`src/rtl/bcd_seq_conv.sv`:
```
// bcd_seq_conv: sequential double-dabble binary-to-BCD converter, one bit per clock with valid/ready handshakes.
// Define BCD_EARLY_DONE_EN to skip leading zero bits of the operand so latency tracks its bit length.
module bcd_seq_conv #(
   parameter int WIDTH = 8
) (
   input  logic             clk,
   input  logic             rst_n,
   input  logic             clr,
   input  logic             in_valid,
   output logic             in_ready,
   input  logic [WIDTH-1:0] bin,
   output logic             out_valid,
   input  logic             out_ready,
   output logic [19:0]      bcd,
   output logic             busy
);
   localparam int CW = $clog2(WIDTH + 1);
   typedef enum logic [1:0] {IDLE, SHIFT, DONE} state_t;
   state_t state, state_nx;
   logic [WIDTH-1:0] sh, sh_ld;
   logic [CW-1:0] cnt, cnt_ld;
   logic [19:0] adj;
   for (genvar g = 0; g < 5; g++) begin : g_adj
      assign adj[4*g +: 4] = bcd[4*g +: 4] >= 4'd5 ? bcd[4*g +: 4] + 4'd3 : bcd[4*g +: 4];
   end
`ifdef BCD_EARLY_DONE_EN
   // Left-align the operand so the first shift already moves its highest set bit.
   always_comb begin
      cnt_ld = CW'(1);
      for (int i = 0; i < WIDTH; i++)
         if (bin[i]) cnt_ld = CW'(i + 1);
      sh_ld = bin << (CW'(WIDTH) - cnt_ld);
   end
`else
   assign cnt_ld = CW'(WIDTH);
   assign sh_ld  = bin;
`endif
   always_comb begin
      state_nx = clr ? IDLE :
                 state == IDLE  ? (in_valid ? SHIFT : IDLE) :
                 state == SHIFT ? (cnt == CW'(1) ? DONE : SHIFT) :
                 (out_ready ? IDLE : DONE);
   end
   assign in_ready  = state == IDLE;
   assign out_valid = state == DONE;
   assign busy      = state == SHIFT;
   always_ff @(posedge clk or negedge rst_n) begin
      if (!rst_n) begin
         state <= IDLE;
         bcd   <= '0;
         sh    <= '0;
         cnt   <= '0;
      end else begin
         state <= state_nx;
         if (clr) begin
            bcd <= '0;
         end else if (state == IDLE && in_valid) begin
            sh  <= sh_ld;
            bcd <= '0;
            cnt <= cnt_ld;
         end else if (state == SHIFT) begin
            {bcd, sh} <= {adj, sh} << 1;
            cnt       <= cnt - 1'b1;
         end
      end
   end
endmodule

```
`config.mk`:
```
export PLATFORM = sky130hd
export DESIGN_NAME = bcd_seq_conv
export DESIGN_NICKNAME = d
export VERILOG_FILES = /design/src/rtl/bcd_seq_conv.sv
export SDC_FILE = /design/constraint.sdc
export NUM_CORES = 1
export LEC_CHECK = 0
export ABC_AREA = 1
export BUFFER_PORTS_ARGS = -buffer_cell sky130_fd_sc_hd__buf_2
export CAP_MARGIN = 30
export CORE_MARGIN = 10
export CORE_UTILIZATION = 35
export DETAILED_ROUTE_END_ITERATION = 8
export GPL_TIMING_DRIVEN = 0
export PLACE_DENSITY = 0.59
export SETUP_SLACK_MARGIN = 0.5
export SLEW_MARGIN = 20
export SYNTH_ARGS = -nofsm -noshare
export SYNTH_HDL_FRONTEND = slang
export SYNTH_SLANG_ARGS = --single-unit
```
`constraint.sdc`:
```
create_clock -name clk -period 1.3 [get_ports clk]
set_clock_uncertainty 0.1 [all_clocks]
set_input_delay 0.195 -clock clk [delete_from_list [all_inputs] [get_ports clk]]
set_output_delay 0.195 -clock clk [all_outputs]
set_load 0.1 [all_outputs]
```
==> impl_metrics.env, run 1 <==
export IMPL_cts_root_buf="clkbuf_8"
export IMPL_fmax_ghz=0.678
export IMPL_overflow=0
export IMPL_syn_inst=271
export IMPL_synth_most_common_cell="nand2_1"
export IMPL_crit_required_ns=1.00
export IMPL_rsz0062_at_grt="true"
export IMPL_firstDrtPassIters=4
export IMPL_drt_iter0_markers=133
export IMPL_placedCellCount=378
export IMPL_slew_violations=0
export IMPL_setup_ws_ns=-0.175
export IMPL_tightest_slew_ns=0.554
export IMPL_register_area_sq_um=927
export IMPL_n_antenna_cell=0
export IMPL_ir_worst_vdd_uv=733
export IMPL_io_buffers=35
export IMPL_routed_top_layer="met4"
export IMPL_arrival_ns=1.18
export IMPL_die_h_microns=95.8
export IMPL_syn_cell_area_sq_mm=0.00201
export IMPL_r2r_start="state[0]$_DFF_PN0_"
export IMPL_reg2reg_slack_ns=-0.17
export IMPL_drive_gt1_frac=0.488
export IMPL_cts_sinks=34
export IMPL_fin_nets=368
export IMPL_async_flop_share=1.00
export IMPL_critPathLaunchType="flop"
export IMPL_path_clk_slew_ns=0.08
export IMPL_die_area_sq_mm=0.00917
export IMPL_num_rows=27
export IMPL_clkLatencyLatePin_ns=0.29
export IMPL_maxCapViolCount=0
export IMPL_finalHoldViolCount=34
export IMPL_vias=2076
export IMPL_drc_errors=0
export IMPL_ant_nets=0
export IMPL_synth_top_flop_cell="dfrtp_1"
export IMPL_drt_met1_wl_mm=2.64
export IMPL_n_fill_cell=479
export IMPL_seq_area_frac_synth=0.423
export IMPL_cts_tree="done"
export IMPL_htree_levels=2
export IMPL_avgSynthCellArea_sq_um=7.41
export IMPL_postLayoutCoreUtil=0.619
export IMPL_post_dp_cell_area_sq_mm=0.00251
export IMPL_grt_pass1_wl_mm=9.88
export IMPL_grt_pass1_vias=2093
export IMPL_avgRoutedWirePerCell_microns=14.7
export IMPL_start_util=0.363
export IMPL_total_power_mw=3.02
export IMPL_multi_input_area_sq_mm=0.00128
export IMPL_rr_endpoint="bcd[6]$_DFFE_PN0P_"
export IMPL_crit_type="flop to output port"
export IMPL_finalSetupViolCount=37
export IMPL_yosysTopAreaCellShare=0.423
export IMPL_hold_path_class="input port to asynchronous set/reset pin"
export IMPL_ys_warn_count=0
export IMPL_violations="hold timing, setup timing"
export IMPL_cp_max_fo=4
export IMPL_core_area_sq_mm=0.00554
export IMPL_period_minus_slack_ns=1.48
export IMPL_status="finished, violations left"
export IMPL_final_cell_area_sq_mm=0.00343
export IMPL_track_usage=0.137
export IMPL_maxSlewHeadroom=0.631
export IMPL_syn_nets=296
export IMPL_dpl_hpwl_mm=3.69
export IMPL_synthTopCellsByArea="dfrtp_1, nand2_1, nand3_1"
export IMPL_area_delta_synth_final_pct=70.7
export IMPL_cts_path_max_buffers=2
export IMPL_fin_cells=416
export IMPL_whs_ns=-0.207
export IMPL_cellPowerDensity_mw_per_mm2=879
export IMPL_cts_buffers_inserted=5
export IMPL_ys_ff_latch=34
export IMPL_gp_congestion=0.768
export IMPL_end_kind="output port"
export IMPL_synth_cell_types=22
export IMPL_drt_total_wl_mm=6.12
export IMPL_wl_met3_microns=305
export IMPL_tns_ns=-4.15
export IMPL_finalCritPeriodShare=1.13
export IMPL_wl_met2_mm=3.06
export IMPL_io_pins=36
export IMPL_grt_antenna_before_repair=0
export IMPL_die_w_microns=95.8
export IMPL_synth_largest_area_cell="dfrtp_1"
export IMPL_r2r_worst_path_cells=7
export IMPL_power_leakage_nw=1.63
export IMPL_synthTopCellsByCount="nand2_1, nand3_1, dfrtp_1"
export IMPL_grt_max_degree=35
export IMPL_via_per_inst=4.99
export IMPL_synth_edf_count=0
[area by class of cell]
| class | count | area share |
|---|---|---|
| buffer | 7 | 0.0201 |
| multi-input combinational | 199 | 0.372 |
| inverter | 32 | 0.0456 |
| timing repair buffer | 64 | 0.239 |
| sequential | 34 | 0.270 |
| clock inverter | 1 | 0.00146 |
| tap | 72 | 0.0263 |
| clock buffer | 7 | 0.0252 |
[flip-flops by register name, indices dropped and copies added, names as in the netlist]
signal  cells
cnt         4
bcd        20
state       2
sh          8
[logic make-up after synthesis]
group / after synthesis / share of synthesized area
AND/OR/NAND/NOR: 153 / 0.333
buffers and inverters: 39 / 0.0778
flip-flops: 34 / 0.423
adder cells (fa/ha/maj): 12 / 0.0747
AO/OA/AOI/OAI: 33 / 0.0909
[placed cells by master (no fill, tap or decap), types with 6 or more instances in the layout]
| cell | instances |
|---|---|
| o21ai_1 | 12 |
| dfrtp_4 | 20 |
| clkbuf_8 | 6 |
| nand2_2 | 12 |
| buf_2 | 12 |
| nand2_1 | 76 |
| nand4_1 | 10 |
| ha_1 | 6 |
| dfrtp_1 | 13 |
| o21ai_2 | 8 |
| buf_4 | 19 |
| nand3_2 | 12 |
| inv_4 | 10 |
| buf_12 | 24 |
| nand3_1 | 31 |
| buf_6 | 10 |
| inv_2 | 6 |
| inv_1 | 13 |
[how the worst max path moves through the flow]
| stage | startpoint | endpoint | slack [ns] | cells after the start |
|---|---|---|---|---|
| CTS | state[0]$_DFF_PN0_ | busy | -0.15 | 3 |
| global placement | state[1]$_DFF_PN0_ | busy | -0.11 | 4 |
| global route | state[0]$_DFF_PN0_ | bcd[6]$_DFFE_PN0P_ | -0.21 | 7 |
| detailed placement | state[1]$_DFF_PN0_ | busy | -0.12 | 4 |
| floorplan | state[0]$_DFF_PN0_ | sh[1]$_DFFE_PN0P_ | -0.29 | 6 |
| finish | state[0]$_DFF_PN0_ | busy | -0.18 | 3 |
[critical path, stage by stage, from the launching register on]
cell and delay [ns]:
dfrtp_2 0.48, nand2_4 0.11, clkinvlp_4 0.12, buf_12 0.18
[power by group]
part / internal (mW) / switching [mW]
logic: 0.411 / 0.534
clock network: 0.428 / 0.394
registers: 1.17 / 0.0787
[through the flow]
stage	hold WS (ns)	setup WS [ns]
2_1_floorplan	-0.201	-0.293
3_3_place_gp	0.225	-0.111
3_5_place_dp	0.230	-0.116
4_1_cts	-0.0779	-0.148
5_1_grt	-0.179	-0.207
6_report	-0.207	-0.175
[repair_timing]
action,in CTS,in global routing
gates resized for setup,131,24
endpoints found under the setup margin,57,77
buffers inserted,21,4
pin swaps,5,12
cloned,3,2
endpoints found under the hold margin,34,34
[metal layers]
metal,GRT usage,up-vias
li1,-,1035
met1,0.157,982
met2,0.237,51
met3,0.0358,8
met4,0.0565,0
met5,0,-
No activity file was read; power rests on OpenSTA's default activity.
==> inputs of run 2 (changes only) <==
--- a/config.mk
+++ b/config.mk
@@ -7,12 +7,13 @@
 export LEC_CHECK = 0
 export ABC_AREA = 1
 export BUFFER_PORTS_ARGS = -buffer_cell sky130_fd_sc_hd__buf_2
-export CAP_MARGIN = 30
+export CAP_MARGIN = 0
 export CORE_MARGIN = 10
-export CORE_UTILIZATION = 35
+export CORE_UTILIZATION = 50
 export DETAILED_ROUTE_END_ITERATION = 8
+export GPL_ROUTABILITY_DRIVEN = 0
 export GPL_TIMING_DRIVEN = 0
-export PLACE_DENSITY = 0.59
+export PLACE_DENSITY = 0.79
 export SETUP_SLACK_MARGIN = 0.5
 export SLEW_MARGIN = 20
 export SYNTH_ARGS = -nofsm -noshare
==> run 2 against run 1 <==
The flow still finishes with violations (hold timing, setup timing). Via count up 11%. Final area fell by 2.3%. First-iteration DRC count grew 50%. Core utilization up 27 points. Count of clock-buffer cells in the layout stayed put. Clock power rose by 4.4%. Sequential power hardly changed. Sequential cell count stayed put. Critical path type is now flop to flop. Maximum frequency fell by 0.59%. Non-clock buffer count down 2. Final cell count is 6.5% lower.
==> impl_metrics.env, run 2 (synthesis results as in run 1) <==
export IMPL_io_pins=36
export IMPL_critPathLaunchType="flop"
export IMPL_ant_nets=0
export IMPL_top_regs="bcd x20, sh x8, cnt x4"
export IMPL_cp_num_buf_inv=2
export IMPL_setup_ws_ns=-0.184
export IMPL_slew_violations=0
export IMPL_firstDrtPassIters=5
export IMPL_crit_type="flop to flop"
export IMPL_cts_root_buf="clkbuf_8"
export IMPL_fmax_ghz=0.674
export IMPL_cellPowerDensity_mw_per_mm2=873
export IMPL_area_delta_synth_final_pct=66.7
export IMPL_rsz0062_at_grt="true"
export IMPL_path_clk_slew_ns=0.08
export IMPL_multi_input_area_sq_mm=0.00131
export IMPL_layout_commonest_cell="nand2_1"
export IMPL_cts_buffers_inserted=5
export IMPL_n_antenna_cell=0
export IMPL_clkPwrFrac=0.293
export IMPL_overflow=0
export IMPL_drt_iter0_markers=200
export IMPL_cts_tree="done"
export IMPL_ir_worst_vdd_uv=734
export IMPL_pre_cts_slack_ns=-0.122
export IMPL_crit_required_ns=1.43
export IMPL_die_w_microns=83.4
export IMPL_reg2reg_slack_ns=-0.18
export IMPL_rr_endpoint="bcd[17]$_DFFE_PN0P_"
export IMPL_swShare=0.347
export IMPL_largest_register="bcd"
export IMPL_cp_max_fo=7
export IMPL_track_usage=0.181
export IMPL_layout_common_cells="nand2_1, nand3_1, buf_12, dfrtp_4, buf_4"
export IMPL_core_area_sq_mm=0.00377
export IMPL_grt_antenna_before_repair=0
export IMPL_seq_power_share=0.426
export IMPL_via_per_inst=5.93
export IMPL_cts_sinks=34
export IMPL_grt_max_degree=35
export IMPL_period_minus_slack_ns=1.48
export IMPL_num_rows=22
export IMPL_timing_critical_path_slowest_stage_cell="dfrtp_2"
export IMPL_n_fill_cell=176
export IMPL_largest_register_ffs=20
export IMPL_vias=2306
export IMPL_status="finished, violations left"
export IMPL_dpl_hpwl_mm=3.65
export IMPL_whs_ns=-0.133
export IMPL_placedCellCount=354
export IMPL_total_power_mw=2.93
export IMPL_finalSetupViolCount=42
export IMPL_tightest_slew_ns=0.790
export IMPL_hold_path_class="input port to asynchronous set/reset pin"
export IMPL_power_leakage_nw=1.65
export IMPL_p_sw_mw=1.01
export IMPL_clkLatencyLatePin_ns=0.30
export IMPL_critical_path_top_delay_family="flip-flops"
export IMPL_violations="hold timing, setup timing"
export IMPL_max_stage_delay_ns=0.46
export IMPL_end_kind="flop"
export IMPL_die_area_sq_mm=0.00695
export IMPL_cts_path_max_buffers=2
export IMPL_grt_pass1_wl_mm=10.6
export IMPL_crit_chain="buf_4 -> o21ai_4 -> buf_2 -> nand3_1 -> nand2_1"
export IMPL_final_cell_area_sq_mm=0.00335
export IMPL_register_area_sq_um=927
export IMPL_start_util=0.533
export IMPL_drive_gt1_frac=0.510
export IMPL_intPower_mw=1.91
export IMPL_r2r_start="state[0]$_DFF_PN0_"
export IMPL_fin_cells=389
export IMPL_htree_levels=2
export IMPL_post_dp_cell_area_sq_mm=0.00248
export IMPL_fin_nets=365
export IMPL_maxSlewHeadroom=0.474
export IMPL_finalHoldViolCount=34
export IMPL_avgRoutedWirePerCell_microns=18.4
export IMPL_finalCritPeriodShare=1.14
export IMPL_drc_errors=0
export IMPL_r2r_worst_path_cells=5
export IMPL_grt_pass1_vias=2155
export IMPL_die_h_microns=83.4
export IMPL_arrival_ns=1.61
export IMPL_maxCapViolCount=0
export IMPL_combPwrFrac=0.280
export IMPL_io_buffers=35
export IMPL_drt_total_wl_mm=7.16
run 2: worst max path at each step:
| stage | start | to | slack, ns | depth (start not counted) |
|---|---|---|---|---|
| finish | state[0]$_DFF_PN0_ | bcd[17]$_DFFE_PN0P_ | -0.18 | 5 |
| detailed placement | state[1]$_DFF_PN0_ | busy | -0.12 | 4 |
| global route | state[1]$_DFF_PN0_ | in_ready | -0.21 | 3 |
| CTS | state[1]$_DFF_PN0_ | busy | -0.15 | 4 |
| global placement | state[1]$_DFF_PN0_ | busy | -0.11 | 4 |
| floorplan | state[0]$_DFF_PN0_ | sh[1]$_DFFE_PN0P_ | -0.29 | 6 |
run 2: stage by stage:
step,hold slack (ns),util,setup TNS (ns)
after floorplan,-0.201,-,-4.82
after global placement,0.215,0.659,-0.159
after detailed placement,0.207,0.659,-0.486
after CTS,-0.104,0.831,-2.85
after global routing,-0.0845,0.889,-6.18
final,-0.133,0.889,-4.44
run 2: what timing repair did:
action / 4_1_cts / 5_1_grt
endpoints found under the hold margin: 34 / 34
resized for setup: 115 / 39
endpoints found under the setup margin: 57 / 57
pin swaps: 3 / 25
gates cloned: 2 / 1
buffers inserted: 16 / 8
run 2: layout make-up:
type / count / area share
Sequential cell: 34 / 0.277
Clock buffer: 7 / 0.0258
Tap cell: 48 / 0.0179
Buffer: 7 / 0.0194
Timing Repair Buffer: 62 / 0.223
Inverter: 32 / 0.0459
Multi-Input combinational cell: 198 / 0.390
Clock inverter: 1 / 0.00149
run 2: power by group through the flow:
stage | Combinational (mW) | Clock, mW | Sequential (mW)
after global routing | 0.904 | 0.909 | 1.26
after floorplan | 0.438 | 0 | 1.27
final | 0.820 | 0.858 | 1.25
after global placement | 0.583 | 0 | 1.26
after detailed placement | 0.602 | 0 | 1.26
after CTS | 0.713 | 0.835 | 1.25
run 2: routing by layer:
metal | routed length, microns | track usage | share of wire
met1 | 2620 | 0.200 | 0.37
met2 | 3640 | 0.309 | 0.51
met3 | 622 | 0.0586 | 0.087
met4 | 264 | 0.0738 | 0.037
met5 | 0 | 0 | 0
==> inputs of run 3 (changes only) <==
--- a/config.mk
+++ b/config.mk
@@ -13,7 +13,7 @@
 export DETAILED_ROUTE_END_ITERATION = 8
 export GPL_ROUTABILITY_DRIVEN = 0
 export GPL_TIMING_DRIVEN = 0
-export PLACE_DENSITY = 0.79
+export PLACE_DENSITY = 0.87
 export SETUP_SLACK_MARGIN = 0.5
 export SLEW_MARGIN = 20
 export SYNTH_ARGS = -nofsm -noshare
==> run 3 against run 2 <==
The run still ends with hold timing, setup timing left. Clock power about the same. Maximum frequency decreased by 2.6%. Global-route usage increased by 2.4 points. Critical path type unchanged. Largest power group unchanged. Non-clock buffer count increased by 5. Routed wire length increased by 18%. Critical endpoint is now bcd[14]$_DFFE_PN0P_. Setup slack got worse by 0.040 ns. Sequential power about the same. Core utilization increased by 1.8 points.
==> impl_metrics.env, run 3 (synthesis results as in run 1) <==
export IMPL_finalSetupViolCount=43
export IMPL_area_delta_synth_final_pct=70.1
export IMPL_multi_input_area_sq_mm=0.00133
export IMPL_crit_chain="inv_4 -> ha_4 -> inv_2 -> nand2_4 -> nand4_1 -> nand3_1 -> nand2_1"
export IMPL_vias=2433
export IMPL_fin_cells=394
export IMPL_rsz0062_at_grt="true"
export IMPL_grt_antenna_before_repair=0
export IMPL_drc_errors=0
export IMPL_swShare=0.348
export IMPL_seq_power_share=0.427
export IMPL_placedCellCount=354
export IMPL_overflow=0
export IMPL_grt_pass1_vias=2450
export IMPL_slew_violations=0
export IMPL_layout_common_cells="nand2_1, nand3_1, buf_4, buf_12, dfrtp_4"
export IMPL_fmax_ghz=0.656
export IMPL_dpl_hpwl_mm=3.69
export IMPL_cp_depth=7
export IMPL_track_usage=0.205
export IMPL_reg2reg_slack_ns=-0.22
export IMPL_avgRoutedWirePerCell_microns=21.4
export IMPL_ir_worst_vdd_uv=797
export IMPL_maxSlewHeadroom=0.467
export IMPL_crit_type="flop to flop"
export IMPL_tightest_slew_ns=0.799
export IMPL_via_per_inst=6.18
export IMPL_critical_path_top_delay_family="flip-flops"
export IMPL_arrival_ns=1.61
export IMPL_cp_max_fo=6
export IMPL_cellPowerDensity_mw_per_mm2=859
export IMPL_grt_max_degree=35
export IMPL_cts_path_max_buffers=2
export IMPL_finalCritPeriodShare=1.17
export IMPL_setup_ws_ns=-0.224
export IMPL_start_util=0.533
export IMPL_drive_gt1_frac=0.497
export IMPL_n_antenna_cell=0
export IMPL_critPathLaunchType="flop"
export IMPL_clkLatencyLatePin_ns=0.30
export IMPL_largest_register_ffs=20
export IMPL_cts_root_buf="clkbuf_8"
export IMPL_combPwrFrac=0.282
export IMPL_die_w_microns=83.4
export IMPL_drt_total_wl_mm=8.45
export IMPL_cts_tree="done"
export IMPL_clkPwrFrac=0.292
export IMPL_timing_critical_path_slowest_stage_cell="dfrtp_4"
export IMPL_intPower_mw=1.91
export IMPL_period_minus_slack_ns=1.52
export IMPL_die_h_microns=83.4
export IMPL_maxCapViolCount=0
export IMPL_max_stage_delay_ns=0.56
export IMPL_total_power_mw=2.94
export IMPL_power_leakage_nw=1.68
export IMPL_drt_iter0_markers=276
export IMPL_io_buffers=35
export IMPL_ant_nets=0
export IMPL_whs_ns=-0.129
export IMPL_cp_num_buf_inv=2
export IMPL_path_clk_slew_ns=0.08
export IMPL_largest_register="bcd"
export IMPL_register_area_sq_um=927
export IMPL_fin_nets=370
export IMPL_crit_required_ns=1.39
export IMPL_violations="hold timing, setup timing"
export IMPL_core_area_sq_mm=0.00377
export IMPL_cts_buffers_inserted=5
export IMPL_htree_levels=2
export IMPL_p_sw_mw=1.02
export IMPL_hold_path_class="input port to asynchronous set/reset pin"
export IMPL_layout_commonest_cell="nand2_1"
export IMPL_firstDrtPassIters=6
export IMPL_end_kind="flop"
export IMPL_r2r_worst_path_cells=7
export IMPL_die_area_sq_mm=0.00695
export IMPL_n_fill_cell=141
export IMPL_grt_pass1_wl_mm=11.9
export IMPL_io_pins=36
export IMPL_top_regs="bcd x20, sh x8, cnt x4"
export IMPL_num_rows=22
export IMPL_finalHoldViolCount=34
export IMPL_status="finished, violations left"
export IMPL_cts_sinks=34
-- run 3: worst reg2reg max path, cell delays in order, from the launching register on --
cell     delay, ns
dfrtp_4       0.56
inv_4         0.09
ha_4          0.14
inv_2         0.05
nand2_4       0.08
nand4_1       0.18
nand3_1       0.15
nand2_1       0.07
-- run 3: cell type report --
| class | instances | share of cell area |
|---|---|---|
| Buffer | 7 | 0.0190 |
| Clock buffer | 7 | 0.0253 |
| Clock inverter | 1 | 0.00146 |
| Inverter | 32 | 0.0450 |
| Multi-Input combinational cell | 198 | 0.390 |
| Sequential cell | 34 | 0.271 |
| Tap cell | 48 | 0.0176 |
| Timing Repair Buffer | 67 | 0.230 |
-- run 3: timing repair --
item,CTS,global route
setup endpoints to repair,57,57
pin swaps,10,15
buffers inserted,22,6
endpoints found under the hold margin,34,34
gates cloned,4,0
resized for setup,138,24
-- run 3: metrics by stage --
step	instance area [sq um]	worst slack, ns	TNS (ns)	util
2_1_floorplan	2250	-0.293	-4.82	-
3_3_place_gp	2480	-0.103	-0.143	0.659
3_5_place_dp	2480	-0.122	-0.591	0.659
4_1_cts	3270	-0.157	-2.51	0.868
5_1_grt	3420	-0.276	-7.09	0.906
6_report	3420	-0.224	-5.25	0.906
-- run 3: final timing paths --
path | from | to
setup / recovery | bcd[12]$_DFFE_PN0P_ | bcd[14]$_DFFE_PN0P_
hold / removal | rst_n | bcd[15]$_DFFE_PN0P_
setup reg to reg | bcd[12]$_DFFE_PN0P_ | bcd[14]$_DFFE_PN0P_
hold reg to reg | sh[4]$_DFFE_PN0P_ | sh[4]$_DFFE_PN0P_
max in group asynchronous | rst_n | bcd[11]$_DFFE_PN0P_
min in group clk | out_ready | state[1]$_DFF_PN0_
-- run 3: power groups by stage --
stage | clock, mW | combinational (mW) | sequential [mW]
after floorplan | 0 | 0.438 | 1.27
after CTS | 0.832 | 0.742 | 1.25
final | 0.857 | 0.827 | 1.25
after global placement | 0 | 0.579 | 1.26
after detailed placement | 0 | 0.596 | 1.26
after global routing | 0.923 | 0.909 | 1.26
-- run 3: per-layer routing --
metal / vias up / routed length (microns) / track usage
li1: 1041 / - / -
met1: 1172 / 3060 / 0.205
met2: 161 / 4150 / 0.356
met3: 59 / 725 / 0.0605
met4: 0 / 510 / 0.143
met5: - / 0 / 0
